`src/rtl/id_pkg.sv`:
```
`default_nettype none
// ============================================================================
// Module      : id_pkg
// Description : Shared types and encodings for the RV32I-subset decode stage
// Revision    : 1.0 - initial release
// ============================================================================
package id_pkg;

    typedef enum logic [3:0] {
        OP_LUI     = 4'd0,
        OP_AUIPC   = 4'd1,
        OP_ADD     = 4'd2,
        OP_SUB     = 4'd3,
        OP_ADDI    = 4'd4,
        OP_SLL     = 4'd5,
        OP_BEQ     = 4'd6,
        OP_SW      = 4'd7,
        OP_LW      = 4'd8,
        OP_ILLEGAL = 4'd9
    } op_e;

    localparam logic [6:0] OPC_LUI    = 7'b0110111;
    localparam logic [6:0] OPC_AUIPC  = 7'b0010111;
    localparam logic [6:0] OPC_OP     = 7'b0110011;
    localparam logic [6:0] OPC_OP_IMM = 7'b0010011;
    localparam logic [6:0] OPC_BRANCH = 7'b1100011;
    localparam logic [6:0] OPC_STORE  = 7'b0100011;
    localparam logic [6:0] OPC_LOAD   = 7'b0000011;

    localparam logic [2:0] F3_ADD_SUB = 3'b000;
    localparam logic [2:0] F3_SLL     = 3'b001;
    localparam logic [2:0] F3_ADDI    = 3'b000;
    localparam logic [2:0] F3_BEQ     = 3'b000;
    localparam logic [2:0] F3_WORD    = 3'b010;

    localparam logic [6:0] F7_BASE    = 7'b0000000;
    localparam logic [6:0] F7_ALT     = 7'b0100000;

    typedef struct packed {
        op_e         op;
        logic [4:0]  rd;
        logic [4:0]  rs1;
        logic [4:0]  rs2;
        logic [31:0] imm;
        logic        we;
        logic [31:0] pc;
    } dec_s;

    // Bundle presented while nothing valid has been decoded since reset
    function automatic dec_s dec_reset();
        dec_s d;
        d    = '0;
        d.op = OP_ILLEGAL;
        return d;
    endfunction

endpackage
`default_nettype wire

```
`src/rtl/id_decode_comb.sv`:
```
`default_nettype none
// ============================================================================
// Module      : id_decode_comb
// Description : Purely combinational split of one instruction word into
//               op class, register indices and sign-extended immediate
// Revision    : 1.0 - initial release
// ============================================================================
module id_decode_comb
    import id_pkg::*;
(
    input  logic [31:0] instr,
    input  logic [31:0] pc,
    output dec_s        dec
);

    logic [6:0]  opcode;
    logic [2:0]  funct3;
    logic [6:0]  funct7;
    logic [4:0]  f_rd;
    logic [4:0]  f_rs1;
    logic [4:0]  f_rs2;
    logic [31:0] imm_i;
    logic [31:0] imm_s;
    logic [31:0] imm_b;
    logic [31:0] imm_u;

    assign opcode = instr[6:0];
    assign f_rd   = instr[11:7];
    assign funct3 = instr[14:12];
    assign f_rs1  = instr[19:15];
    assign f_rs2  = instr[24:20];
    assign funct7 = instr[31:25];

    assign imm_i = {{20{instr[31]}}, instr[31:20]};
    assign imm_s = {{20{instr[31]}}, instr[31:25], instr[11:7]};
    assign imm_b = {{19{instr[31]}}, instr[31], instr[7], instr[30:25], instr[11:8], 1'b0};
    assign imm_u = {instr[31:12], 12'b0};

    // Classify the word and keep only the fields its format actually uses
    always_comb begin
        logic writes;
        writes = 1'b0;
        dec    = '0;
        dec.op = OP_ILLEGAL;
        dec.pc = pc;
        case (opcode)
            OPC_LUI: begin
                dec.op = OP_LUI;   dec.rd = f_rd; dec.imm = imm_u; writes = 1'b1;
            end
            OPC_AUIPC: begin
                dec.op = OP_AUIPC; dec.rd = f_rd; dec.imm = imm_u; writes = 1'b1;
            end
            OPC_OP: begin
                if ((funct3 == F3_ADD_SUB) && (funct7 == F7_BASE)) begin
                    dec.op = OP_ADD;
                end else if ((funct3 == F3_ADD_SUB) && (funct7 == F7_ALT)) begin
                    dec.op = OP_SUB;
                end else if ((funct3 == F3_SLL) && (funct7 == F7_BASE)) begin
                    dec.op = OP_SLL;
                end
                if (dec.op != OP_ILLEGAL) begin
                    dec.rd = f_rd; dec.rs1 = f_rs1; dec.rs2 = f_rs2; writes = 1'b1;
                end
            end
            OPC_OP_IMM: if (funct3 == F3_ADDI) begin
                dec.op = OP_ADDI; dec.rd = f_rd; dec.rs1 = f_rs1; dec.imm = imm_i; writes = 1'b1;
            end
            OPC_LOAD: if (funct3 == F3_WORD) begin
                dec.op = OP_LW;   dec.rd = f_rd; dec.rs1 = f_rs1; dec.imm = imm_i; writes = 1'b1;
            end
            OPC_BRANCH: if (funct3 == F3_BEQ) begin
                dec.op = OP_BEQ;  dec.rs1 = f_rs1; dec.rs2 = f_rs2; dec.imm = imm_b;
            end
            OPC_STORE: if (funct3 == F3_WORD) begin
                dec.op = OP_SW;   dec.rs1 = f_rs1; dec.rs2 = f_rs2; dec.imm = imm_s;
            end
            default: ;
        endcase
        // x0 writes are suppressed here so execute never has to check rd
        dec.we = writes && (dec.rd != 5'd0);
    end

endmodule
`default_nettype wire

```
`src/rtl/id_decoder.sv`:
```
`default_nettype none
// ============================================================================
// Module      : id_decoder
// Description : Decode stage with a 2-entry skid buffer; upstream ready is a
//               state-register bit so it never depends on downstream ready
// Revision    : 1.0 - initial release
// ============================================================================
module id_decoder
    import id_pkg::*;
(
    input  logic        i_clk,
    input  logic        i_rst_n,
    input  logic        i_valid,
    output logic        o_ready,
    input  logic [31:0] i_instr,
    input  logic [31:0] i_pc,
    input  logic        i_flush,
    output logic        o_valid,
    input  logic        i_ready,
    output logic [3:0]  o_op,
    output logic [4:0]  o_rd,
    output logic [4:0]  o_rs1,
    output logic [4:0]  o_rs2,
    output logic [31:0] o_imm,
    output logic        o_we,
    output logic [31:0] o_pc,
    output logic        o_illegal
);

    // Encoding chosen so bit 0 is "main occupied" and bit 1 is "skid occupied"
    localparam logic [1:0] ST_EMPTY = 2'b00;
    localparam logic [1:0] ST_ONE   = 2'b01;
    localparam logic [1:0] ST_FULL  = 2'b11;

    logic [1:0] state;
    logic [1:0] state_next;
    dec_s       dec_in;
    dec_s       main_q;
    dec_s       skid_q;
    logic       accept;
    logic       drain;

    id_decode_comb u_decode (
        .instr (i_instr),
        .pc    (i_pc),
        .dec   (dec_in)
    );

    assign accept = i_valid & o_ready;
    assign drain  = o_valid & i_ready;

    // State register
    always_ff @(posedge i_clk or negedge i_rst_n) begin
        if (!i_rst_n) begin
            state <= ST_EMPTY;
        end else begin
            state <= state_next;
        end
    end

    // Occupancy transitions; a flush overrides any accept or drain
    always_comb begin
        state_next = state;
        if (i_flush) begin
            state_next = ST_EMPTY;
        end else begin
            case (state)
                ST_EMPTY: if (accept) state_next = ST_ONE;
                ST_ONE: begin
                    if (accept && !drain)      state_next = ST_FULL;
                    else if (!accept && drain) state_next = ST_EMPTY;
                end
                ST_FULL:  if (drain) state_next = ST_ONE;
                default:  state_next = ST_EMPTY;
            endcase
        end
    end

    // Handshake outputs decoded directly from the state flops
    always_comb begin
        o_valid = state[0];
        o_ready = ~state[1];
    end

    // Main/skid data registers; skid only fills when main cannot drain
    always_ff @(posedge i_clk or negedge i_rst_n) begin
        if (!i_rst_n) begin
            main_q <= dec_reset();
            skid_q <= dec_reset();
        end else if (!i_flush) begin
            case (state)
                ST_EMPTY: if (accept) main_q <= dec_in;
                ST_ONE: begin
                    if (accept && drain) main_q <= dec_in;
                    else if (accept)     skid_q <= dec_in;
                end
                ST_FULL:  if (drain) main_q <= skid_q;
                default: ;
            endcase
        end
    end

    assign o_op      = main_q.op;
    assign o_rd      = main_q.rd;
    assign o_rs1     = main_q.rs1;
    assign o_rs2     = main_q.rs2;
    assign o_imm     = main_q.imm;
    assign o_we      = main_q.we;
    assign o_pc      = main_q.pc;
    assign o_illegal = (main_q.op == OP_ILLEGAL);

endmodule
`default_nettype wire

```
`config.mk`:
```
export PLATFORM = sky130hd
export DESIGN_NAME = id_decoder
export DESIGN_NICKNAME = d
export VERILOG_FILES = /design/src/rtl/id_pkg.sv /design/src/rtl/id_decode_comb.sv /design/src/rtl/id_decoder.sv
export SDC_FILE = /design/constraint.sdc
export NUM_CORES = 1
export LEC_CHECK = 0
export CAP_MARGIN = 40
export CORE_MARGIN = 2
export CORE_UTILIZATION = 33
export DETAILED_ROUTE_END_ITERATION = 8
export PLACE_DENSITY = 0.58
export SLEW_MARGIN = 30
export SYNTH_ARGS = -nofsm -noshare
export SYNTH_HDL_FRONTEND = slang
export SYNTH_HIERARCHICAL = 1
export SYNTH_SLANG_ARGS = --single-unit
```
`constraint.sdc`:
```
create_clock -name i_clk -period 2.8 [get_ports i_clk]
set_input_delay 0.28 -clock i_clk [delete_from_list [all_inputs] [get_ports i_clk]]
set_output_delay 0.28 -clock i_clk [all_outputs]
set_load 0.1 [all_outputs]
```
# == Word level (Yosys, flattened, before mapping) ==
# Cells that the tools add are included.
# totals
regBits,170
input_bits,69
output_inout_bits,87
wordCells,90
# classes
eq_ne,20
mux,32
n_bitwise,5
n_reduce_logical,18
# op_table
cell,count
$mux 84,3
$pmux 84 s3,1
$pmux 32 s5,1
$mux 42,2
$mux 32,2
$eq 7x6->1 const B,4
$pmux 4 s7,1
$pmux 5 s5,1
$mux 4,6
$pmux 5 s4,1
$mux 15,1
$pmux 5 s3,1
$eq 7x5->1 const B,2
$mux 14,1
$mux 11,1
$mux 2,5
$ne 4x4->1 const B,2
$eq 7x2->1 const B,1
$eq 7x7->1 const B,1
$logic_and 1x1->1,7
$logic_not 7->1,1
$ne 2x2->1 const B,3
$ne 3x3->1 const B,2
$pmux 2 s3,1
other kinds (18),24

# == Depth between registers and ports, before layout ==
# Gate-level depths: netlist of run 1.
# depth
ltp_word,13
depth_mapped,8
mapped_depth_nobuf,6

# == By module ==
# The synthesis of run 1 kept the hierarchy.
# modules_own_cells
module,n_inst,cells_per_inst,area_per_inst_um2,seq_area_each_um2
id_decoder,1,477,7733.7,4259.1
id_decode_comb,1,153,1142.3,0.0

# == Worst setup path before layout of run 1 ==
# Ideal clock, no wire load.
# synth_path
path_kind,register to output
start,"reg main_q, in the netlist o_op[3]"
end,out o_illegal
t_arrival_ns,3.835
t_required_ns,2.520
slack_ns,-1.315
stages_incl_launch_ff,2
n_path_buf,0
cell_sequence,dfstp_2 -> nor4bb_1
# synth_between
elab_chain_len,1
# synth_rtl
element,line,text
from (decl),id_decoder.sv:38,dec_s main_q;
from (signal assigned),id_decoder.sv:88,main_q <= dec_reset();
from (signal assigned),id_decoder.sv:92,ST_EMPTY: if (accept) main_q <= dec_in;
from (signal assigned),id_decoder.sv:94,if (accept && drain) main_q <= dec_in;
$eq 4x4->1,id_decoder.sv:110,assign o_illegal = (main_q.op == OP_ILLEGAL);
to (decl),id_decoder.sv:27,output logic o_illegal
# Every way passes these cells.

==> qor.csv, run 1 <==
stage;metric;value;unit
layout;Final nets;832;
clock_network;TritonCTS Buffers;17;
setup_path;CP Cell Sequence;clkdlybuf4s50_1 -> and4bb_2 -> a221oi_4 -> o22ai_1 -> and3_1 -> mux2_2 -> mux2_4;
synth;total of warnings raised by yosys;6;
global_route;grt peak-use layer;met2;
synth;Synth Register Bits;170;
clock_network;post-CTS setup repair buffer count;0;
global_route;met3 Use GR;4.94;%
timing;Fin Setup TNS;0;ns
detailed_routing;DRC;0;
clock_network;CTS sink cnt;170;
timing;period utilization;78.0;%
die;core area;26700;um2
layout;Multi-input gate area;4150;um2
place;IO buf count;155;
setup_path;crit-path max FO;9;
global_route;initial antenna violation count;0;
timing;Final min period;2.18;ns
die;die area;28200;um2
synth;register area share after synthesis;48.0;%
die;FP Rows;60;
power;LEAKAGE;0.00546;uW
timing;fmax;458;MHz
global_route;GRT Overall Usage;15.0;%
clock_network;Clock transition at path regs;0.07;ns
clock_network;Clock Tree Buf Depth;2;
setup_path;Crit path max-delay family;simple AND/OR/NAND/NOR gates;
power;overall power;9930;uW
layout;storage element area;4260;um2
clock_network;Root Buffer Master;clkbuf_16;
global_route;grt met2 use;22.6;%
power;worst vdd rail ir drop;0.435;mV
synth;Post-Synthesis Net Count;704;
global_route;first-pass GRT wire length;32.9;mm
min_path;min-delay worst type;input pin to async pin;
global_route;number of global-route vias before repair;5583;
setup_path;Slowest cell on crit path;clkdlybuf4s50_1;
timing;Worst-Margin Slew;0.617;ns
detailed_routing;antenna-violating nets left;0;
timing;final setup violating endpoints;0;
place;Post-DP HPWL;13.8;mm
setup_path;CP Class;input pin to flop;
clock_network;H-tree level count;4;
setup_path;CP Buf/Inv Count;1;
setup_path;crit-path max cell delay;0.58;ns
timing;Slew HR;58.9;%
timing;count of final hold-check violations;0;
synth;synthesized cell area;8880;um2
timing;hold slack final;0.397;ns
detailed_routing;Avg WL per Cell;18.4;um
die;die width;168;um
outcome;outcome;complete, no violations;
synth;Syn Inst Count;630;
place;Final GP Congestion;0.831;
global_route;met1 GRT Util;21.1;%
synth;FFs w/ async S/R, synth;100;%
global_route;largest net degree at the start of global routing;62;
synth;Distinct cells, synth;63;
power;PwrDens;896;nW/um2
timing;Final Skew;0.00933;ns
setup_path;Startpoint Class;input pin;
clock_network;TritonCTS clock tree;yes;
detailed_routing;WL final;20.4;mm
setup_path;worst path arrival time;2.51;ns
place;DP Area;10400;um2
layout;area grow syn2layout;24.8;%
layout;antenna cells;0;
die;die height;168;um
detailed_routing;DR vias/cell;4.74;
detailed_routing;Vias;5270;
global_route;grt total ovfl;0;
timing;Final Max Slew Viols;0;
detailed_routing;DRT Pass-1 Iters;4;
synth;syn_area_per_cell;14.1;um2
layout;filler cell count;2470;
clock_network;Worst-Skew Late Latency;0.43;ns
layout;final standard cell area without fillers;11100;um2
die;I/O pin cnt;156;
synth;Post-synth top flop;dfrtp_1;
setup_path;worst path required time;3.12;ns
timing;RSZ-0062 raised after global routing;false;
detailed_routing;First DRT Iteration DRCs;298;
die;Starting Density;33.3;%
synth;number of flops mapped to enable cells by yosys;0;
job;Max-cap violations;0;
layout;fraction of layout cells with a size suffix above 1;55.0;%
setup_path;Critical Path End Type;flop;
-- final cells by class --
class,count,share of cell area [%]
clock buffers,17,3.84
well taps,341,3.85
multi-input cells,387,37.5
inverters,5,0.169
repair buffers,177,14.4
flip-flops and latches,170,38.5
clock inverters,15,1.83
-- cells in the final DEF, fill, tap and decap left out, types with 3 or more instances in the layout --
cell / netlist / routed
nand4_1: 4 / 4
buf_12: 0 / 7
nand3b_1: 3 / 3
ha_1: 5 / 4
clkbuf_16: 0 / 17
nand3_1: 5 / 4
inv_1: 5 / 5
nor2_1: 6 / 6
nand2b_1: 5 / 5
nand2_1: 3 / 3
mux2_2: 192 / 192
and2_1: 17 / 17
inv_6: 0 / 7
mux2_4: 60 / 60
o21ai_0: 5 / 5
clkdlybuf4s50_1: 0 / 67
nor3_1: 4 / 4
a22o_2: 4 / 4
bufinv_16: 0 / 3
buf_4: 38 / 101
dfrtp_1: 166 / 166
a21oi_1: 3 / 3
a21o_1: 21 / 21
dfstp_2: 4 / 4
and3_1: 5 / 5
-- sequential cells by signal, indices dropped and copies added, names as in the netlist --
| signal | cells |
|---|---|
| o_op | 4 |
| skid_q | 84 |
| o_we | 1 |
| o_rs1 | 5 |
| o_imm | 32 |
| o_rs2 | 5 |
| o_pc | 32 |
| o_rd | 5 |
| state | 2 |
-- repair_timing --
action                                  CTS  global route
endpoints found under the setup margin    0             0
hold buffers                              1             0
endpoints found under the hold margin    58             0
gates resized for setup                   0             0
-- cell usage after synthesis, types with 2 or more instances --
cell	instances	share of area, %
a21o_1	21	1.8
a21oi_1	3	0.17
a221oi_1	2	0.20
a22o_2	4	0.45
a22oi_1	2	0.17
and2_1	17	1.2
and3_1	5	0.35
buf_2	13	0.73
buf_4	38	3.2
buf_6	11	1.4
clkbuf_1	6	0.25
dfrtp_1	166	47
dfstp_2	4	1.2
ha_1	5	0.70
inv_1	5	0.21
mux2_2	192	24
mux2_4	60	10
mux2i_1	2	0.23
nand2_1	3	0.13
nand2b_1	5	0.35
nand3_1	5	0.28
nand3b_1	3	0.25
nand4_1	4	0.28
nand4b_1	2	0.20
nor2_1	6	0.25
nor2b_1	2	0.14
nor3_1	4	0.23
o21ai_0	5	0.28
-- cells by family (layout without fill, tap and decap cells) --
family	Yosys count	after routing	synth area share, %
multiplexers	254	254	34.7
flip-flops	170	170	48.0
AND/OR/NAND/NOR	77	77	6.16
buffers and inverters	73	214	5.81
AO/OA/AOI/OAI	49	49	4.41
adder cells (fa/ha/maj)	5	5	0.705
XOR/XNOR	2	2	0.197
-- routing by layer --
metal / share of wire (%) / up-vias
met5: 0 / -
met4: 0.83 / 0
met3: 6.8 / 15
met2: 45 / 145
met1: 48 / 2602
li1: - / 2508
-- through the flow --
step           util (%)  setup WS [ns]  cells
3_3_place_gp       39.2          0.183   1079
3_5_place_dp       39.2          0.184   1079
4_1_cts            41.5          0.585   1112
5_1_grt            41.5          0.478   1112
2_1_floorplan         -          0.222    630
6_report           41.5          0.616   1112
-- power by group --
group,internal (uW),total [uW],switching (uW)
clock,1440,2560,1120
combinational,1330,4080,2750
sequential,3000,3280,287
-- path summary, 6_finish.rpt --
| kind | start | slack [ns] | depth (start not counted) | endpoint |
|---|---|---|---|---|
| setup reg to reg | state[0] | 0.66 | 4 | o_imm[3] |
| max in group asynchronous | i_rst_n | 1.62 | 3 | o_op[3] |
| hold reg to reg | skid_q[5] | 0.50 | 1 | skid_q[5] |
| hold / removal | i_rst_n | 0.40 | 2 | o_pc[9] |
| min in group i_clk | i_pc[28] | 0.49 | 2 | skid_q[28] |
| setup / recovery | i_instr[6] | 0.62 | 7 | o_rs1[2] |
Power figures use the tool's default switching activity.
==> inputs of run 2 (changes only) <==
==> constraint.sdc (replaced) <==
create_clock -name i_clk -period 2.05 [get_ports i_clk]
set_input_delay 0.205 -clock i_clk [delete_from_list [all_inputs] [get_ports i_clk]]
set_output_delay 0.205 -clock i_clk [all_outputs]
set_load 0.1 [all_outputs]
==> qor.csv, run 2 (synthesized netlist as in run 1, its figures left out) <==
stage;metric;value;unit;change
global_route;grt total ovfl;0;;unchanged
setup_path;worst path required time;2.35;ns;was 3.12 ns
place;total placed cells including tap cells;1110;;was 1079
global_route;grt met2 use;27.1;%;was 22.6%
die;I/O pin cnt;156;;unchanged
layout;filler cell count;2480;;was 2470
detailed_routing;DRT Pass-1 Iters;4;;unchanged
timing;Final Max Slew Viols;0;;unchanged
global_route;number of global-route vias before repair;6179;;was 5583
global_route;GRT Overall Usage;15.6;%;was 15.0%
layout;commonest non-fill, non-tap cell in the layout;mux2_2;;unchanged
timing;final setup violating endpoints;0;;unchanged
place;Final GP Congestion;0.837;;was 0.831
outcome;outcome;complete, no violations;;unchanged
detailed_routing;Avg WL per Cell;18.7;um;was 18.4 um
detailed_routing;DR vias/cell;4.87;;was 4.74
layout;antenna cells;0;;unchanged
power;overall power;13500;uW;was 9930 uW
setup_path;Startpoint Class;input pin;;unchanged
power;PwrDens;1190;nW/um2;was 896 nW/um2
power;Net Sw Frac;42.5;%;was 41.9%
clock_network;Root Buffer Master;clkbuf_16;;unchanged
layout;storage element area;4270;um2;was 4260 um2
die;die area;28200;um2;unchanged
timing;Slew HR;65.8;%;was 58.9%
clock_network;Worst-Skew Late Latency;0.43;ns;about the same
min_path;min-delay worst type;input pin to async pin;;unchanged
detailed_routing;DRC;0;;unchanged
timing;period utilization;97.5;%;
power;Combinational Power Share;42.4;%;was 41.1%
die;Starting Density;33.3;%;unchanged
layout;Largest Register;skid_q;;unchanged
setup_path;CP Cell Sequence;clkdlybuf4s50_1 -> buf_4 -> buf_4 -> inv_1 -> nor4b_4 -> a311o_2 -> and2_1 -> mux2_2 -> mux2_4;;was clkdlybuf4s50_1 -> and4bb_2 -> a221oi_4 -> o22ai_1 -> and3_1 -> mux2_2 -> mux2_4
timing;Final Skew;0.0131;ns;was 0.00933 ns
clock_network;Clock Tree Buf Depth;2;;unchanged
setup_path;Crit path max-delay family;buffers and inverters;;was simple AND/OR/NAND/NOR gates
power;Flop pwr share;33.5;%;was 33.1%
place;IO buf count;155;;unchanged
detailed_routing;First DRT Iteration DRCs;254;;was 298
power;part of the power in the clock network;24.1;%;was 25.8%
global_route;met3 Use GR;3.55;%;was 4.94%
layout;max reg flops;84;;unchanged
setup_path;CP dominant cell by count;buf_4;;
global_route;initial antenna violation count;0;;unchanged
clock_network;Clock transition at path regs;0.08;ns;was 0.07 ns
clock_network;H-tree level count;4;;unchanged
timing;final worst setup slack;0.0519;ns;was 0.616 ns
setup_path;worst path arrival time;2.30;ns;was 2.51 ns
layout;Final Non-Filler Cells;1143;;was 1112
global_route;largest net degree at the start of global routing;74;;was 62
power;Pint;7740;uW;was 5770 uW
timing;count of final hold-check violations;0;;unchanged
setup_path;Slowest cell on crit path;clkdlybuf4s50_1;;unchanged
global_route;met1 GRT Util;19.9;%;was 21.1%
die;die height;168;um;unchanged
layout;area grow syn2layout;27.9;%;was 24.8%
layout;Final nets;863;;was 832
clock_network;TritonCTS clock tree;yes;;unchanged
timing;hold slack final;0.200;ns;was 0.397 ns
clock_network;CTS sink cnt;170;;unchanged
layout;fraction of layout cells with a size suffix above 1;57.4;%;was 55.0%
timing;Final min period;2.00;ns;
timing;fmax;500;MHz;
place;pre-CTS WS;-0.403;ns;was 0.184 ns
timing;RSZ-0062 raised after global routing;true;;was false
place;Post-DP HPWL;15.5;mm;was 13.8 mm
global_route;first-pass GRT wire length;34.4;mm;was 32.9 mm
clock_network;TritonCTS Buffers;17;;unchanged
die;core area;26700;um2;unchanged
setup_path;CP Buf/Inv Count;4;;was 1
die;die width;168;um;unchanged
layout;Final Util;42.6;%;was 41.5%
global_route;grt peak-use layer;met2;;unchanged
setup_path;crit-path max cell delay;0.46;ns;was 0.58 ns
layout;commonest non-fill, non-tap cells in the layout;mux2_2 (192), dfrtp_1 (165), buf_4 (128), clkdlybuf4s50_1 (67), mux2_4 (60);;was mux2_2 (192), dfrtp_1 (166), buf_4 (101), clkdlybuf4s50_1 (67), mux2_4 (60)
detailed_routing;antenna-violating nets left;0;;unchanged
power;worst vdd rail ir drop;0.491;mV;was 0.435 mV
detailed_routing;Vias;5561;;was 5270
job;Max-cap violations;0;;unchanged
layout;Multi-input gate area;4180;um2;was 4150 um2
setup_path;CP Class;input pin to flop;;unchanged
setup_path;crit-path max FO;6;;was 9
timing;Worst-Margin Slew;0.513;ns;was 0.617 ns
power;Psw;5730;uW;was 4150 uW
setup_path;Critical Path End Type;flop;;unchanged
detailed_routing;WL final;21.4;mm;was 20.4 mm
clock_network;post-CTS setup repair buffer count;0;;unchanged
power;LEAKAGE;0.00561;uW;was 0.00546 uW
die;FP Rows;60;;unchanged
## run 2: worst paths after layout
| check | end | cells after the start | from | slack (ns) |
|---|---|---|---|---|
| max reg2reg | o_imm[26] | 6 | state[0] | 0.08 |
| min | o_rs2[3] | 2 | i_rst_n | 0.20 |
| min in group i_clk | skid_q[31] | 2 | i_pc[31] | 0.43 |
| min reg2reg | skid_q[82] | 1 | skid_q[82] | 0.50 |
| max | o_rd[2] | 9 | i_instr[4] | 0.05 |
| max in group asynchronous | state[0] | 3 | i_rst_n | 1.09 |
## run 2: final cells by class
type | instances | share of cell area (%)
sequential | 170 | 37.6
multi-input combinational | 387 | 36.8
timing repair buffer | 208 | 16.5
clock buffer | 18 | 3.78
tap | 341 | 3.76
clock inverter | 14 | 1.33
inverter | 5 | 0.198
## run 2: power by group through the flow
stage	combinational, uW	sequential (uW)	clock [uW]
after floorplan	1920	7090	0
after global placement	5670	4510	0
after detailed placement	5760	4580	0
after CTS	5760	4520	3380
after global routing	5930	4610	3520
final	5710	4520	3250
## run 2: through the flow
| step | TNS, ns | area [um2] |
|---|---|---|
| 2_1_floorplan | -28.61 | 8930 |
| 3_3_place_gp | -20.29 | 10700 |
| 3_5_place_dp | -21.61 | 10700 |
| 4_1_cts | 0 | 11300 |
| 5_1_grt | -0.00518 | 11300 |
| 6_report | 0 | 11300 |
## run 2: repair_timing
action / in CTS / in global routing
endpoints found under the setup margin: 0 / 11
endpoints found under the hold margin: 26 / 0
resized for setup: 0 / 2
hold buffers: 1 / 0
## run 2: layer usage
metal	share of wire [%]	routed length, um
met1	45	9540
met2	51	10800
met3	4.3	923
met4	0.66	141
met5	0	0
==> inputs of run 3 (changes only) <==
--- a/config.mk
+++ b/config.mk
@@ -6,10 +6,11 @@
 export NUM_CORES = 1
 export LEC_CHECK = 0
 export CAP_MARGIN = 40
+export CORE_ASPECT_RATIO = 0.7
 export CORE_MARGIN = 2
-export CORE_UTILIZATION = 33
+export CORE_UTILIZATION = 53
 export DETAILED_ROUTE_END_ITERATION = 8
-export PLACE_DENSITY = 0.58
+export PLACE_DENSITY = 0.84
 export SLEW_MARGIN = 30
 export SYNTH_ARGS = -nofsm -noshare
 export SYNTH_HDL_FRONTEND = slang
==> qor.csv, run 3 (synthesized netlist as in run 1, its figures left out) <==
stage;metric;value;unit;change
layout;commonest non-fill, non-tap cell in the layout;mux2_2;;unchanged
clock_network;Worst-Skew Late Latency;0.43;ns;about the same
setup_path;R2R Path End;o_imm[6];;was o_imm[26]
detailed_routing;DRC;0;;unchanged
timing;count of final hold-check violations;0;;unchanged
layout;final standard cell area without fillers;11100;um2;was 11300 um2
place;Post-DP HPWL;13.9;mm;was 15.5 mm
setup_path;reg2reg path depth;6;;unchanged
layout;max reg flops;84;;unchanged
setup_path;worst path required time;2.36;ns;was 2.35 ns
clock_network;CTS sink cnt;170;;unchanged
setup_path;Worst R2R Setup Slack;0.11;ns;was 0.08 ns
power;overall power;13300;uW;was 13500 uW
timing;Final Skew;0.00715;ns;was 0.0131 ns
detailed_routing;antenna-violating nets left;0;;unchanged
timing;final setup violating endpoints;0;;unchanged
layout;Final Util;68.1;%;was 42.6%
global_route;number of global-route vias before repair;5928;;was 6179
die;Starting Density;54.3;%;was 33.3%
global_route;grt total ovfl;0;;unchanged
global_route;first-pass GRT wire length;32.1;mm;was 34.4 mm
power;LEAKAGE;0.00557;uW;was 0.00561 uW
detailed_routing;Avg WL per Cell;19.7;um;was 18.7 um
die;die width;159;um;was 168 um
job;Max-cap violations;0;;unchanged
die;I/O pin cnt;156;;unchanged
clock_network;TritonCTS clock tree;yes;;unchanged
die;die area;17800;um2;was 28200 um2
detailed_routing;Vias;5570;;was 5561
detailed_routing;DR vias/cell;5.47;;was 4.87
layout;Final nets;856;;was 863
timing;Final Max Slew Viols;0;;unchanged
place;IO buf count;155;;unchanged
global_route;GRT Overall Usage;23.5;%;was 15.6%
timing;Final min period;1.99;ns;was 2.00 ns
place;DP Area;10500;um2;was 10700 um2
global_route;largest net degree at the start of global routing;59;;was 74
layout;commonest non-fill, non-tap cells in the layout;mux2_2 (192), dfrtp_1 (164), buf_4 (121), clkdlybuf4s50_1 (63), mux2_4 (60);;was mux2_2 (192), dfrtp_1 (165), buf_4 (128), clkdlybuf4s50_1 (67), mux2_4 (60)
clock_network;TritonCTS Buffers;17;;unchanged
clock_network;Clock transition at path regs;0.07;ns;was 0.08 ns
clock_network;Root Buffer Master;clkbuf_16;;unchanged
die;core area;16300;um2;was 26700 um2
global_route;initial antenna violation count;0;;unchanged
layout;area grow syn2layout;25.4;%;was 27.9%
timing;Worst-Margin Slew;0.517;ns;was 0.513 ns
place;Final GP Congestion;0.861;;was 0.837
layout;Largest Register;skid_q;;unchanged
timing;Slew HR;65.5;%;was 65.8%
setup_path;FF-to-FF Start;state[1];;was state[0]
die;FP Rows;39;;was 60
min_path;min-delay worst type;input pin to async pin;;unchanged
power;worst vdd rail ir drop;1.25;mV;was 0.491 mV
clock_network;H-tree level count;4;;unchanged
layout;antenna cells;0;;unchanged
outcome;outcome;complete, no violations;;unchanged
setup_path;worst path arrival time;2.30;ns;about the same
timing;fmax;502;MHz;was 500 MHz
detailed_routing;First DRT Iteration DRCs;239;;was 254
setup_path;crit-path max FO;7;;was 6
setup_path;Startpoint Class;input pin;;unchanged
setup_path;Critical Path End Type;flop;;unchanged
setup_path;CP Class;input pin to flop;;unchanged
power;PwrDens;1200;nW/um2;was 1190 nW/um2
clock_network;Clock Tree Buf Depth;2;;unchanged
die;die height;112;um;was 168 um
timing;period utilization;97.2;%;was 97.5%
layout;fraction of layout cells with a size suffix above 1;57.1;%;was 57.4%
timing;hold slack final;0.286;ns;was 0.200 ns
detailed_routing;WL final;20.0;mm;was 21.4 mm
detailed_routing;DRT Pass-1 Iters;5;;was 4
run 3: layout make-up:
class,count,area [um2]
flip-flops and latches,170,4270
clock buffers,18,439
repair buffers,201,1820
inverters,5,22.5
multi-input cells,387,4190
well taps,225,282
clock inverters,12,116
fillers,1141,5220
run 3: worst max-delay path by stage:
| stage | slack (ns) | from | depth (start not counted) | end |
|---|---|---|---|---|
| 4_1_cts | 0.03 | i_instr[27] | 8 | o_rs2[3] |
| 3_5_place_dp | -0.51 | i_instr[13] | 7 | o_rs1[4] |
| 2_1_floorplan | -0.21 | state[1] | 6 | skid_q[17] |
| 3_3_place_gp | -0.42 | i_instr[13] | 7 | o_rs1[2] |
| 5_1_grt | -0.0006 | i_instr[28] | 8 | o_rs2[3] |
| 6_report | 0.06 | i_instr[5] | 8 | o_rd[3] |
run 3: per-stage QoR:
stage | TNS, ns | instances | setup slack, ns
6_report | 0 | 1018 | 0.0580
5_1_grt | -0.000641 | 1018 | -0.000641
4_1_cts | 0 | 1017 | 0.0308
3_5_place_dp | -27.50 | 986 | -0.512
3_3_place_gp | -23.85 | 986 | -0.415
2_1_floorplan | -28.61 | 630 | -0.214
run 3: timing repair:
action / CTS / global route
gates resized for setup: 3 / 6
pin swaps: 0 / 2
hold endpoints to repair: 47 / 0
setup buffers: 0 / 1
endpoints found under the setup margin: 16 / 20
hold buffers: 1 / 0
run 3: worst max-delay path, cell delays in order:
cell,delay (ns)
clkdlybuf4s50_1,0.54
buf_4,0.17
nor2_1,0.04
and4_4,0.17
a311o_2,0.43
and2_1,0.20
mux2_2,0.26
mux2_4,0.26
run 3: routing by layer:
layer | vias to the layer above | track usage (%) | wire (um)
li1 | 2549 | - | -
met1 | 2861 | 34.0 | 9540
met2 | 144 | 36.2 | 9210
met3 | 16 | 5.06 | 1060
met4 | 0 | 5.89 | 223
met5 | - | 0 | 0
run 3: power by group:
part | total [uW] | switching (uW) | internal, uW
combinational | 5670 | 3790 | 1880
sequential | 4540 | 436 | 4110
clock | 3090 | 1380 | 1710
total | 13300 | 5610 | 7690
